==> src/rtl/divisor_serial_if.sv <==
// Handshake and operand bundle between the control unit and the serial divider.
interface divisor_serial_if #(
    parameter int BITS = 64
);
    logic            start;
    logic            assinado;
    logic [BITS-1:0] dividendo;
    logic [BITS-1:0] divisor;
    logic [BITS-1:0] quociente;
    logic [BITS-1:0] resto;
    logic            ocupado;
    logic            pronto;

    modport master (
        output start, assinado, dividendo, divisor,
        input  quociente, resto, ocupado, pronto
    );

    modport slave (
        input  start, assinado, dividendo, divisor,
        output quociente, resto, ocupado, pronto
    );
endinterface

==> src/rtl/divisor_serial.sv <==
// Iterative restoring divider for RV64M DIV/DIVU/REM/REMU: one quotient bit per clock,
// with RISC-V divide-by-zero and signed-overflow results produced in a single cycle.
module divisor_serial #(
    parameter int BITS = 64
) (
    input  logic            clk,
    input  logic            reset,
    divisor_serial_if.slave bus
);
    localparam int CW = $clog2(BITS + 1);

    typedef enum logic [1:0] {OCIOSO, DIVIDINDO, AJUSTE, FIM} estado_t;

    estado_t         estado;
    logic [BITS-1:0] dvd_q;      // dividend magnitude, refilled from the LSB with quotient bits
    logic [BITS-1:0] dsr;
    logic [BITS-1:0] rem;
    logic [CW-1:0]   cnt;
    logic            neg_q;
    logic            neg_r;
    logic [BITS-1:0] quociente_r;
    logic [BITS-1:0] resto_r;
    logic            ocupado_r;
    logic            pronto_r;

    logic            sgn_a;
    logic            sgn_b;
    logic            div_zero;
    logic            ovf;
    logic [BITS-1:0] mag_a;
    logic [BITS-1:0] mag_b;
    logic [BITS-1:0] min_neg;
    logic [BITS:0]   rem_sh;
    logic [BITS:0]   diff;

    always_comb begin
        sgn_a            = bus.assinado & bus.dividendo[BITS-1];
        sgn_b            = bus.assinado & bus.divisor[BITS-1];
        mag_a            = sgn_a ? -bus.dividendo : bus.dividendo;
        mag_b            = sgn_b ? -bus.divisor : bus.divisor;
        min_neg          = '0;
        min_neg[BITS-1]  = 1'b1;
        div_zero         = (bus.divisor == '0);
        ovf              = bus.assinado && (bus.dividendo == min_neg) && (bus.divisor == '1);
        // rem < dsr always holds, so a set bit BITS in diff means the trial went negative
        rem_sh           = {rem, dvd_q[BITS-1]};
        diff             = rem_sh - {1'b0, dsr};
    end

    always_ff @(posedge clk or posedge reset) begin
        if (reset) begin
            estado      <= OCIOSO;
            dvd_q       <= '0;
            dsr         <= '0;
            rem         <= '0;
            cnt         <= '0;
            neg_q       <= 1'b0;
            neg_r       <= 1'b0;
            quociente_r <= '0;
            resto_r     <= '0;
            ocupado_r   <= 1'b0;
            pronto_r    <= 1'b0;
        end else begin
            pronto_r <= 1'b0;
            case (estado)
                OCIOSO, FIM: begin
                    if (bus.start) begin
                        if (div_zero) begin
                            quociente_r <= '1;
                            resto_r     <= bus.dividendo;
                            pronto_r    <= 1'b1;
                            estado      <= FIM;
                        end else if (ovf) begin
                            quociente_r <= bus.dividendo;
                            resto_r     <= '0;
                            pronto_r    <= 1'b1;
                            estado      <= FIM;
                        end else begin
                            dvd_q     <= mag_a;
                            dsr       <= mag_b;
                            rem       <= '0;
                            cnt       <= CW'(BITS);
                            neg_q     <= bus.assinado & (bus.dividendo[BITS-1] ^ bus.divisor[BITS-1]);
                            neg_r     <= sgn_a;
                            ocupado_r <= 1'b1;
                            estado    <= DIVIDINDO;
                        end
                    end else begin
                        estado <= OCIOSO;
                    end
                end
                DIVIDINDO: begin
                    if (!diff[BITS]) begin
                        rem <= diff[BITS-1:0];
                    end else begin
                        rem <= rem_sh[BITS-1:0];
                    end
                    dvd_q <= {dvd_q[BITS-2:0], ~diff[BITS]};
                    cnt   <= cnt - CW'(1);
                    if (cnt == CW'(1)) begin
                        estado <= AJUSTE;
                    end
                end
                AJUSTE: begin
                    quociente_r <= neg_q ? -dvd_q : dvd_q;
                    resto_r     <= neg_r ? -rem : rem;
                    ocupado_r   <= 1'b0;
                    pronto_r    <= 1'b1;
                    estado      <= FIM;
                end
                default: estado <= OCIOSO;
            endcase
        end
    end

    assign bus.quociente = quociente_r;
    assign bus.resto     = resto_r;
    assign bus.ocupado   = ocupado_r;
    assign bus.pronto    = pronto_r;
endmodule

==> src/flat_wrapper.sv <==
// flat-port wrapper written by rule: the top's interface ports become plain ports
module divisor_serial_flat 
#(
    parameter int BITS = 64
)
  (clk, reset, bus_start, bus_assinado, bus_dividendo, bus_divisor, bus_quociente, bus_resto, bus_ocupado, bus_pronto);
  divisor_serial_if #(.BITS(BITS)) bus_i ();
  input  logic clk;
  input  logic reset;
  input wire logic [$bits(bus_i.start)-1:0] bus_start;
  input wire logic [$bits(bus_i.assinado)-1:0] bus_assinado;
  input wire logic [$bits(bus_i.dividendo)-1:0] bus_dividendo;
  input wire logic [$bits(bus_i.divisor)-1:0] bus_divisor;
  output wire logic [$bits(bus_i.quociente)-1:0] bus_quociente;
  output wire logic [$bits(bus_i.resto)-1:0] bus_resto;
  output wire logic [$bits(bus_i.ocupado)-1:0] bus_ocupado;
  output wire logic [$bits(bus_i.pronto)-1:0] bus_pronto;
  assign bus_i.start = bus_start;
  assign bus_i.assinado = bus_assinado;
  assign bus_i.dividendo = bus_dividendo;
  assign bus_i.divisor = bus_divisor;
  assign bus_quociente = bus_i.quociente;
  assign bus_resto = bus_i.resto;
  assign bus_ocupado = bus_i.ocupado;
  assign bus_pronto = bus_i.pronto;
  divisor_serial #(.BITS(BITS)) u_core (.clk(clk), .reset(reset), .bus(bus_i));
endmodule
==> config.mk <==
export PLATFORM = sky130hd
export DESIGN_NAME = divisor_serial_flat
export DESIGN_NICKNAME = d
export VERILOG_FILES = /design/src/rtl/divisor_serial_if.sv /design/src/rtl/divisor_serial.sv /design/src/flat_wrapper.sv
export SDC_FILE = /design/constraint.sdc
export NUM_CORES = 1
export LEC_CHECK = 0
export BUFFER_PORTS_ARGS = -buffer_cell sky130_fd_sc_hd__buf_4
export CAP_MARGIN = 20
export CORE_MARGIN = 4
export CORE_UTILIZATION = 60
export CTS_CLUSTER_SIZE = 10
export DETAILED_ROUTE_END_ITERATION = 6
export HOLD_SLACK_MARGIN = 0.12
export PLACE_DENSITY = 0.81
export SKIP_CTS_REPAIR_TIMING = 1
export SLEW_MARGIN = 5
export SYNTH_ARGS = -nofsm -noshare
export SYNTH_HDL_FRONTEND = slang
export SYNTH_SLANG_ARGS = --single-unit
==> constraint.sdc <==
create_clock -name clk -period 14.95 [get_ports clk]
set_clock_uncertainty 0.05 [all_clocks]
set_input_delay 2.99 -clock clk [delete_from_list [all_inputs] [get_ports clk]]
set_output_delay 2.99 -clock clk [all_outputs]
set_load 0.01 [all_outputs]
==> metrics.md, run 1 <==
| Metric | Value |
|---|---|
| Hpwl dp | 53.9 mm |
| Combinational Power Share | 53.7% |
| Slew at the pin closest to its max-slew limit | 1.17 ns |
| Sequential fraction of the synthesis area | 35.7% |
| Drc violations | 0 |
| IO Port Bufs | 261 |
| Status | complete, no violations |
| Largest stage delay, worst path | 0.70 ns |
| Largest family of logic cells by synthesized area | compound AO/OA/AOI/OAI gates |
| Vias | 22400 |
| Rel. slew slack | 21.8% |
| Slowest CP cell | nand2_2 |
| Fin util | 70.0% |
| RSZ-0062 raised after global routing | no |
| Ports | 262 |
| Routed Wire Length | 72.6 mm |
| Clk buf depth | 3 |
| Worst-Skew Late Latency | 0.57 ns |
| Syn Area/Cell | 8.31 µm² |
| Synth Register Bits | 333 |
| Post-synthesis instance total | 2811 |
| Fmax achieved | 0.142 GHz |
| Wire length per cell | 20.8 µm |
| Final ANT Viol Nets | 0 |
| Num CTS Buffers | 40 |
| Iter 0 DRT Violations | 2425 |
| Grt total ovfl | 0 |
| Global-route wire length before repair | 114 mm |
| EDFF count, synth | 0 |
| Area grow syn2layout | 13.9% |
| Initial Utilization | 61.4% |
| Initial antenna violation count | 1 |
| Dominant cells by area after synthesis | dfrtp_1 (36%), xnor2_1 (7.8%), o21ai_0 (5.5%) |
| Post-Synth XOR/XNOR Area | 11.7% |
| Vias per std cell | 6.43 |
| Die Y-Extent | 205 µm |
| CTS tree | built |
| Asr flop ratio synth | 100% |
| Final worst path period need | 7.03 ns |
| Syn Std Cell Area | 0.0233 mm² |
| Core ar. | 0.0380 mm² |
| Pwr/cell area | 200 mW/mm² |
| Synth Area in Compound Gates | 23.7% |
| Final period utilization | 47.0% |
| Top FF cell, synth | dfrtp_1 |
| Leading area contributor after synthesis | dfrtp_1 |
| Final nets | 3167 |
| Synth cell types | 81 |
| H-tree Lvls | 2 |
| Leakage | 11.3 nW |
| Row count | 71 |
| Synth Area in Adders | 4.00% |
| GRT Total Usage | 33.6% |
| Die span in x | 205 µm |
| Critical Path End Type | flop |
| CP Launch Type | primary input |
| Setup CP Type | primary input to flop |
| Post-synthesis mux area share | 2.63% |
| Commonest cells post-synth | dfrtp_1 (333), nand2_1 (324), nor2_1 (264), o21ai_0 (256), a21oi_1 (212) |
| DRT Pass-1 Iters | 6 |
| Sw frac | 45.7% |
| Clock power frac | 16.3% |
| Clock Sinks | 333 |
| Maxcap violations | 0 |
| Peak VDD IR | 0.226 mV |
| Clk slew on worst S/H paths | 0.06 ns |
| Sw Pwr | 2.44 mW |
| CP cell instances | buf_4, or4_1, or4_1, nor3_2, nand2_1, nor3_1, a31oi_1, and3_4, buf_4, a21o_1, nand2_2, o21ai_0 |
| Synth warnings | 0 |
| Vias in the first global route | 21300 |
| Share of post-route cells with drive strength above 1 | 12.7% |
| Max Slew Vio Count | 0 |
| Antenna diodes | 0 |
| Final Hold Viols | 0 |
| Req. time, crit path | 15.29 ns |
| CP arrival | 7.37 ns |
| Clock Tree Root | clkbuf_16 |
| GPL Wtd Cong | 0.956 |
| Internal power | 2.89 mW |
| Final-report setup violation count | 0 |
| Syn_nets | 3017 |
| Hold Path Class | flop to flop |
| Sequential power share | 29.9% |
| Full die area | 0.0421 mm² |
| Largest net degree at the start of global routing | 168 |
| Synth Area in Simple Gates | 17.8% |
| Synth top area share | 35.7% |
| Most frequent cell after synthesis | dfrtp_1 |
| Sum Neg Setup Slack | 0 ns |
| CP max FO | 72 |
metrics by stage:
| stage | std cells | cell area (µm²) | power (mW) | hold slack (ns) | setup WS, ns |
|---|---|---|---|---|---|
| 2_1_floorplan | 2811 | 23300 | 3.52 | 0.424 | 2.69 |
| 3_3_place_gp | 3428 | 25500 | 4.31 | 0.405 | 7.38 |
| 3_5_place_dp | 3428 | 25500 | 4.42 | 0.413 | 7.21 |
| 4_1_cts | 3479 | 26600 | 5.29 | 0.425 | 7.78 |
| 5_1_grt | 3481 | 26600 | 5.70 | 0.446 | 7.64 |
| 6_report | 3481 | 26600 | 5.32 | 0.421 | 7.92 |
worst max-delay path, delay by kind of cell:
| kind | cells | cell delay (ns) |
|---|---|---|
| compound gates | 3 | 0.73 |
| simple gates | 7 | 3.18 |
| buf+inv | 2 | 0.44 |
state kept, by name (all words and copies together) (netlist names):
register and flops:
u_core.bus.ocupado 1, u_core.bus.pronto 1, u_core.bus.quociente 64, u_core.bus.resto 64
u_core.cnt 7, u_core.dsr 64, u_core.dvd_q 64, u_core.estado 2
u_core.neg_q 1, u_core.neg_r 1, u_core.rem 64
per-layer routing:
metal | vias to the layer above | wire [µm] | track usage (%)
li1 | 10400 | - | -
met1 | 10700 | 30500 | 47.3
met2 | 1089 | 33000 | 53.3
met3 | 187 | 6870 | 6.21
met4 | 2 | 2270 | 9.81
met5 | - | 13 | 0
cells in the final DEF (no fill, tap or decap), types with 9 or more instances in the layout:
master     netlist  routed
a221o_1         48      48
o21bai_1         9       9
xor2_1         102     102
and3_1          13      12
clkbuf_16        0      40
a21o_1          30      29
xnor2_1        209     209
ha_1            73      72
nor4_1          29      28
mux2i_1         59      59
nor3_1          46      46
nand4_1         35      35
nand2b_1        14      13
inv_1           95      94
nand3b_1        10      10
o41ai_1         27      27
nand2_1        324     323
o31ai_1         63      63
a22oi_1         58      58
a31oi_1         26      26
or4_1           31      31
dfrtp_1        333     333
or3_1           34      34
o311ai_0        13      13
a211oi_1        12      12
nand3_1         43      43
o22ai_1         42      42
nor2_1         264     264
o21ai_0        256     256
o211ai_1        14      14
a21oi_1        212     212
or2_2            9       9
buf_4            3     279
path summary, 6_finish.rpt:
path	startpoint	endpoint	slack, ns	depth (start not counted)
max in group asynchronous	reset	u_core.rem[62]$_DFFE_PP0P_	10.37	4
worst min register to register	u_core.bus.quociente[29]$_DFFE_PP0P_	u_core.bus.quociente[29]$_DFFE_PP0P_	0.42	2
worst min-delay path	u_core.bus.quociente[29]$_DFFE_PP0P_	u_core.bus.quociente[29]$_DFFE_PP0P_	0.42	2
min in group asynchronous	reset	u_core.bus.quociente[13]$_DFFE_PP0P_	2.45	2
worst max-delay path	bus_dividendo[14]	u_core.rem[9]$_DFFE_PP0P_	7.92	12
worst max register to register	u_core.dvd_q[63]$_DFFE_PP0P_	u_core.rem[63]$_DFFE_PP0P_	9.76	15
final cells by class:
class	count	area [µm²]
clock buffers	48	1060
clock inverters	3	33.8
fillers	3041	11400
inverters	97	373
multi-input cells	2207	14000
flip-flops and latches	333	8330
well taps	511	639
repair buffers	282	2160
cell families (layout without fill, tap and decap cells):
group	count (synthesis)	count (layout)
AND/OR/NAND/NOR	894	894
AO/OA/AOI/OAI	867	867
flip-flops	333	333
XOR/XNOR	311	311
buffers and inverters	271	430
adder cells (fa/ha/maj)	74	74
multiplexers	61	61
power groups by stage:
stage                     clock network (mW)  registers [mW]  logic (mW)
after floorplan                            0            1.60        1.93
after global placement                     0            1.58        2.73
after detailed placement                   0            1.60        2.82
after CTS                              0.873            1.58        2.84
after global routing                   0.914            1.64        3.15
final                                  0.870            1.59        2.86
Power figures use the tool's default switching activity.
==> run 2: changes to the inputs <==
--- a/config.mk
+++ b/config.mk
@@ -8,11 +8,11 @@
 export BUFFER_PORTS_ARGS = -buffer_cell sky130_fd_sc_hd__buf_4
 export CAP_MARGIN = 20
 export CORE_MARGIN = 4
-export CORE_UTILIZATION = 60
+export CORE_UTILIZATION = 54
 export CTS_CLUSTER_SIZE = 10
 export DETAILED_ROUTE_END_ITERATION = 6
 export HOLD_SLACK_MARGIN = 0.12
-export PLACE_DENSITY = 0.81
+export PLACE_DENSITY = 0.77
 export SKIP_CTS_REPAIR_TIMING = 1
 export SLEW_MARGIN = 5
 export SYNTH_ARGS = -nofsm -noshare
==> constraint.sdc (replaced) <==
create_clock -name clk -period 6 [get_ports clk]
set_clock_uncertainty 0.05 [all_clocks]
set_input_delay 1.2 -clock clk [delete_from_list [all_inputs] [get_ports clk]]
set_output_delay 1.2 -clock clk [all_outputs]
set_load 0.01 [all_outputs]
==> metrics.md, run 2 (synthesis results as in run 1) <==
| Metric | Value |
|---|---|
| Status | complete, no violations |
| Number of buffers and inverters on the critical path | 2 (unchanged) |
| Vias | 22200 (-0.94%) |
| Family with the most delay on the worst path | simple AND/OR/NAND/NOR gates |
| Leakage | 11.4 nW (+0.79%) |
| Clk slew on worst S/H paths | 0.06 ns (about the same) |
| CTS tree | built |
| Wire length per cell | 20.2 µm (-3.0%) |
| Hold Worst Slack | 0.426 ns (+0.00426 ns) |
| DRT Pass-1 Iters | 6 (unchanged) |
| Final period utilization | 82.2% |
| Placement Setup Slack | 0.564 ns (-6.64 ns) |
| Final-report setup violation count | 0 (unchanged) |
| Max Slew Vio Count | 0 (unchanged) |
| Worst-Skew Late Latency | 0.56 ns (about the same) |
| Vias in the first global route | 21200 (-0.49%) |
| Reg2Reg Launch Point | u_core.dvd_q[63]$_DFFE_PP0P_ |
| Final Hold Viols | 0 (unchanged) |
| Setup ws final | 1.07 ns (-6.85 ns) |
| Largest net degree at the start of global routing | 143 (-15%) |
| Largest stage delay, worst path | 0.75 ns (+0.05 ns) |
| Initial antenna violation count | 0 (-1) |
| Critical Path End Type | flop |
| Area grow syn2layout | 15.0% |
| Core ar. | 0.0423 mm² (+11%) |
| Num CTS Buffers | 41 (+2.5%) |
| Reg2Reg Capture Point | u_core.rem[11]$_DFFE_PP0P_ |
| GRT Total Usage | 30.0% (-3.5 points) |
| RSZ-0062 raised after global routing | no |
| Hold Path Class | flop to flop |
| CP Launch Point | bus_dividendo[14] |
| Peak VDD IR | 0.378 mV (+67%) |
| Sum Neg Setup Slack | 0 ns (unchanged) |
| R2r setup slk | 1.44 ns (-8.32 ns) |
| Share of post-route cells with drive strength above 1 | 13.1% (+0.42 points) |
| Die Y-Extent | 216 µm (+5.2%) |
| Slowest CP cell | a21oi_4 |
| Grt total ovfl | 0 (unchanged) |
| Slew at the pin closest to its max-slew limit | 1.09 ns (-0.0851 ns) |
| Cell depth of the worst setup path | 12 (unchanged) |
| Maxcap violations | 0 (unchanged) |
| CP Launch Type | primary input |
| CP max FO | 24 (-67%) |
| Full die area | 0.0466 mm² (+11%) |
| Antenna diodes | 0 (unchanged) |
| Row count | 75 (+5.6%) |
| R2r worst-path depth | 15 (unchanged) |
| Hpwl dp | 54.6 mm (+1.3%) |
| Clock Sinks | 333 (unchanged) |
| Global-route wire length before repair | 115 mm (+0.63%) |
| Drc violations | 0 (unchanged) |
| Most frequent cells in the layout | dfrtp_1 (333), nand2_1 (324), buf_4 (287) |
| H-tree Lvls | 2 (unchanged) |
| Final nets | 3181 (+0.44%) |
| CP arrival | 5.37 ns (-2.00 ns) |
| CP cell instances | buf_4, or4_1, or4_1, nor3_2, nand2_1, nor3_1, a31oi_1, nand2b_1, a21oi_4, buf_4, o311ai_0, nand2_1 |
| Fmax achieved | 0.203 GHz |
| Rel. slew slack | 27.5% (+5.7 points) |
| IO Port Bufs | 261 (unchanged) |
| Fill cell count | 3640 (+20%) |
| GPL Wtd Cong | 0.959 (+0.30%) |
| Initial Utilization | 55.2% (-6.2 points) |
| Die span in x | 216 µm (+5.2%) |
| Iter 0 DRT Violations | 2017 (-17%) |
| Crit path to | u_core.bus.quociente[17]$_DFFE_PP0P_ |
| Req. time, crit path | 6.44 ns (-8.85 ns) |
| Clock Tree Root | clkbuf_16 |
| Commonest non-fill, non-tap cell in the layout | dfrtp_1 |
| Vias per std cell | 6.22 (-3.3%) |
| Ports | 262 (unchanged) |
| Final worst path period need | 4.93 ns |
| Pwr/cell area | 498 mW/mm² (+150%) |
| Clk buf depth | 3 (unchanged) |
| Final ANT Viol Nets | 0 (unchanged) |
| Setup CP Type | primary input to flop |
| Routed Wire Length | 72.1 mm (-0.62%) |
## run 2: metrics by stage
stage	area, µm²	cells	total power [mW]	utilization, %
after CTS	26900	3566	13.3	63.5
final	26900	3566	13.4	63.5
after detailed placement	25700	3509	11.1	60.8
after global routing	26900	3566	14.4	63.5
after floorplan	23400	2811	8.78	-
after global placement	25700	3509	10.9	60.8
## run 2: worst min-delay path by stage
stage,start,end,depth (start not counted)
floorplan,u_core.cnt[6]$_DFFE_PP0P_,u_core.cnt[6]$_DFFE_PP0P_,2
CTS,u_core.bus.quociente[9]$_DFFE_PP0P_,u_core.bus.quociente[9]$_DFFE_PP0P_,2
global route,u_core.bus.quociente[3]$_DFFE_PP0P_,u_core.bus.quociente[3]$_DFFE_PP0P_,2
global placement,u_core.bus.quociente[9]$_DFFE_PP0P_,u_core.bus.quociente[9]$_DFFE_PP0P_,2
finish,u_core.bus.quociente[9]$_DFFE_PP0P_,u_core.bus.quociente[9]$_DFFE_PP0P_,2
detailed placement,u_core.bus.quociente[9]$_DFFE_PP0P_,u_core.bus.quociente[9]$_DFFE_PP0P_,2
## run 2: final cells by class
type,count,area [µm²],share of cell area [%]
Tap cell,577,722,2.69
Multi-Input combinational cell,2207,14000,52.1
Clock inverter,5,38.8,0.144
Timing Repair Buffer,295,2310,8.62
Inverter,97,369,1.37
Clock buffer,52,1090,4.05
Sequential cell,333,8330,31.0
## run 2: where the power goes
group          internal (mW)  leakage (nW)  switching, mW
registers               3.22          4.16          0.777
clock network           1.26         0.547          0.933
logic                   2.85          6.68           4.32
total                   7.33          11.4           6.03
## run 2: routing by layer
metal / share of wire, % / routed length [µm] / track usage (%)
met4: 3.8 / 2750 / 11.8
met5: 0 / 0 / 0
met2: 45 / 32200 / 46.9
met3: 8.5 / 6150 / 5.22
met1: 43 / 31000 / 41.9
## run 2: tightest hold or removal path: stages (launching register included)
cell and delay [ns]:
dfrtp_1 0.34, nand2_1 0.05, nand2_1 0.05
==> run 3: changes to the inputs <==
--- a/config.mk
+++ b/config.mk
@@ -8,11 +8,11 @@
 export BUFFER_PORTS_ARGS = -buffer_cell sky130_fd_sc_hd__buf_4
 export CAP_MARGIN = 20
 export CORE_MARGIN = 4
-export CORE_UTILIZATION = 54
+export CORE_UTILIZATION = 60
 export CTS_CLUSTER_SIZE = 10
 export DETAILED_ROUTE_END_ITERATION = 6
 export HOLD_SLACK_MARGIN = 0.12
-export PLACE_DENSITY = 0.77
+export PLACE_DENSITY = 0.81
 export SKIP_CTS_REPAIR_TIMING = 1
 export SLEW_MARGIN = 5
 export SYNTH_ARGS = -nofsm -noshare
==> constraint.sdc (replaced) <==
create_clock -name clk -period 4.6 [get_ports clk]
set_clock_uncertainty 0.05 [all_clocks]
set_input_delay 0.92 -clock clk [delete_from_list [all_inputs] [get_ports clk]]
set_output_delay 0.92 -clock clk [all_outputs]
set_load 0.01 [all_outputs]
==> metrics.md, run 3 (synthesis results as in run 1) <==
| Metric | Value |
|---|---|
| Status | complete, no violations |
| Die span in x | 205 µm (-4.9%) |
| Leakage | 11.6 nW (+2.1%) |
| Final Hold Viols | 0 (unchanged) |
| CTS tree | built |
| Num CTS Buffers | 40 (-2.4%) |
| Final ANT Viol Nets | 0 (unchanged) |
| Sequential power share | 29.2% (-0.7 points) |
| Overall Power | 17.9 mW (+34%) |
| Area grow syn2layout | 16.6% |
| DRT Pass-1 Iters | 6 (unchanged) |
| Global-route wire length before repair | 118 mm (+2.3%) |
| Rel. slew slack | 27.7% (+0.17 points) |
| Initial Utilization | 61.4% (+6.2 points) |
| Most frequent cells in the layout | dfrtp_1 (333), nand2_1 (324), buf_4 (307) |
| Slew at the pin closest to its max-slew limit | 1.08 ns (-0.00250 ns) |
| Routed Wire Length | 74.3 mm (+3.1%) |
| Largest net degree at the start of global routing | 98 (-31%) |
| Initial antenna violation count | 0 (unchanged) |
| Final Cell Area | 0.0272 mm² (+1.3%) |
| GPL Wtd Cong | 0.990 (+3.3%) |
| Max Slew Vio Count | 0 (unchanged) |
| Internal power | 9.88 mW (+35%) |
| Vias | 22700 (+2.4%) |
| Final nets | 3213 (+1.0%) |
| Final worst path period need | 4.30 ns |
| Hold Path Class | primary input to async pin |
| CP Launch Type | flop |
| H-tree Lvls | 2 (unchanged) |
| Ports | 262 (unchanged) |
| Final-report setup violation count | 0 (unchanged) |
| IO Port Bufs | 261 (unchanged) |
| Full die area | 0.0421 mm² (-9.6%) |
| Hpwl dp | 55.9 mm (+2.3%) |
| Setup CP Type | flop to flop |
| Vias per std cell | 6.44 (+3.5%) |
| Clk buf depth | 3 (unchanged) |
| Wire length per cell | 21.1 µm (+4.2%) |
| Clock Tree Root | clkbuf_16 |
| Post-DP Area | 0.0260 mm² (+1.2%) |
| Critical Path End Type | flop |
| Grt total ovfl | 0 (unchanged) |
| Maxcap violations | 0 (unchanged) |
| Req. time, crit path | 5.01 ns (-1.43 ns) |
| Clock power frac | 16.5% (about the same) |
| Pwr/cell area | 659 mW/mm² (+32%) |
| Share of post-route cells with drive strength above 1 | 14.1% (+0.94 points) |
| Clk slew on worst S/H paths | 0.06 ns (about the same) |
| Fill cell count | 3063 (-16%) |
| Antenna diodes | 0 (unchanged) |
| RSZ-0062 raised after global routing | no |
| Final period utilization | 93.5% |
| CP arrival | 4.72 ns (-0.65 ns) |
| Worst-Skew Late Latency | 0.58 ns (+0.02 ns) |
| Combinational Power Share | 54.3% (+0.6 points) |
| CP max FO | 12 (-50%) |
| Vias in the first global route | 21800 (+2.6%) |
| Sw Pwr | 8.05 mW (+34%) |
| Drc violations | 0 (unchanged) |
| Clock Sinks | 333 (unchanged) |
| Peak VDD IR | 0.410 mV (+8.6%) |
| Fmax achieved | 0.232 GHz |
| Commonest non-fill, non-tap cell in the layout | dfrtp_1 |
| GRT Total Usage | 34.5% (+4.5 points) |
| Sw frac | 44.9% (-0.20 points) |
| Die Y-Extent | 205 µm (-4.9%) |
| Row count | 71 (-5.3%) |
| Iter 0 DRT Violations | 2075 (+2.9%) |
| Core ar. | 0.0380 mm² (-10%) |
run 3: cell types whose count changed in the layout (fill, tap and decap cells not counted):
cell	change
and2_1	+1
and2_2	-1
buf_12	+13
buf_4	+20
bufinv_16	+1
clkbuf_1	-5
clkbuf_8	+1
clkinv_4	-1
clkinvlp_4	-1
inv_16	+2
inv_6	-2
run 3: power by group through the flow:
| stage | combinational, mW | clock (mW) | sequential (mW) |
|---|---|---|---|
| after floorplan | 6.27 | 0 | 5.19 |
| after global placement | 9.26 | 0 | 5.20 |
| after detailed placement | 9.59 | 0 | 5.24 |
| after CTS | 9.63 | 2.98 | 5.21 |
| after global routing | 10.7 | 3.10 | 5.36 |
| final | 9.73 | 2.95 | 5.24 |
run 3: routing by layer:
layer	vias up	GRT usage (%)	part of all wire [%]
li1	10500	-	-
met1	10900	47.7	41
met2	1145	55.4	46
met3	188	5.55	9.0
met4	0	12.4	3.6
met5	-	0	0
run 3: final timing paths:
check	startpoint	to	slack (ns)	cells past startpoint
max reg2reg	u_core.dvd_q[63]$_DFFE_PP0P_	u_core.rem[53]$_DFFE_PP0P_	0.30	16
max	u_core.dvd_q[63]$_DFFE_PP0P_	u_core.rem[53]$_DFFE_PP0P_	0.30	16
max in group asynchronous	reset	u_core.dsr[57]$_DFFE_PP0P_	3.23	4
min	reset	u_core.bus.quociente[13]$_DFFE_PP0P_	0.21	2
min in group clk	u_core.bus.quociente[9]$_DFFE_PP0P_	u_core.bus.quociente[9]$_DFFE_PP0P_	0.42	2
min reg2reg	u_core.bus.quociente[9]$_DFFE_PP0P_	u_core.bus.quociente[9]$_DFFE_PP0P_	0.42	2
run 3: layout make-up:
type / count / area (µm²) / area share, %
Tap cell: 511 / 639 / 2.35
Multi-Input combinational cell: 2207 / 14000 / 51.4
Timing Repair Buffer: 328 / 2730 / 10.0
Clock buffer: 48 / 1080 / 3.98
Sequential cell: 333 / 8330 / 30.6
Clock inverter: 4 / 75.1 / 0.276
Inverter: 97 / 369 / 1.36
run 3: through the flow:
stage	setup slack [ns]	TNS [ns]	utilization, %	hold slack [ns]	std cells
2_1_floorplan	-0.819	-272.60	-	0.424	2811
3_3_place_gp	0.330	0	68.5	0.413	3475
3_5_place_dp	0.163	0	68.5	0.409	3475
4_1_cts	0.304	0	71.5	0.423	3527
5_1_grt	0.0480	0	71.6	0.204	3528
6_report	0.297	0	71.6	0.208	3528
run 3: critical path, cell delays in order, from the launching register on:
cell,delay (ns)
dfrtp_1,0.36
inv_1,0.08
ha_1,0.24
fa_1,0.44
nor2b_1,0.16
o31a_1,0.24
o31a_1,0.21
a21oi_1,0.09
buf_4,0.17
o21bai_1,0.40
o2111ai_1,0.25
a211o_1,0.38
or2_2,0.28
and4_4,0.22
buf_4,0.21
mux2i_1,0.14
o21ai_0,0.24
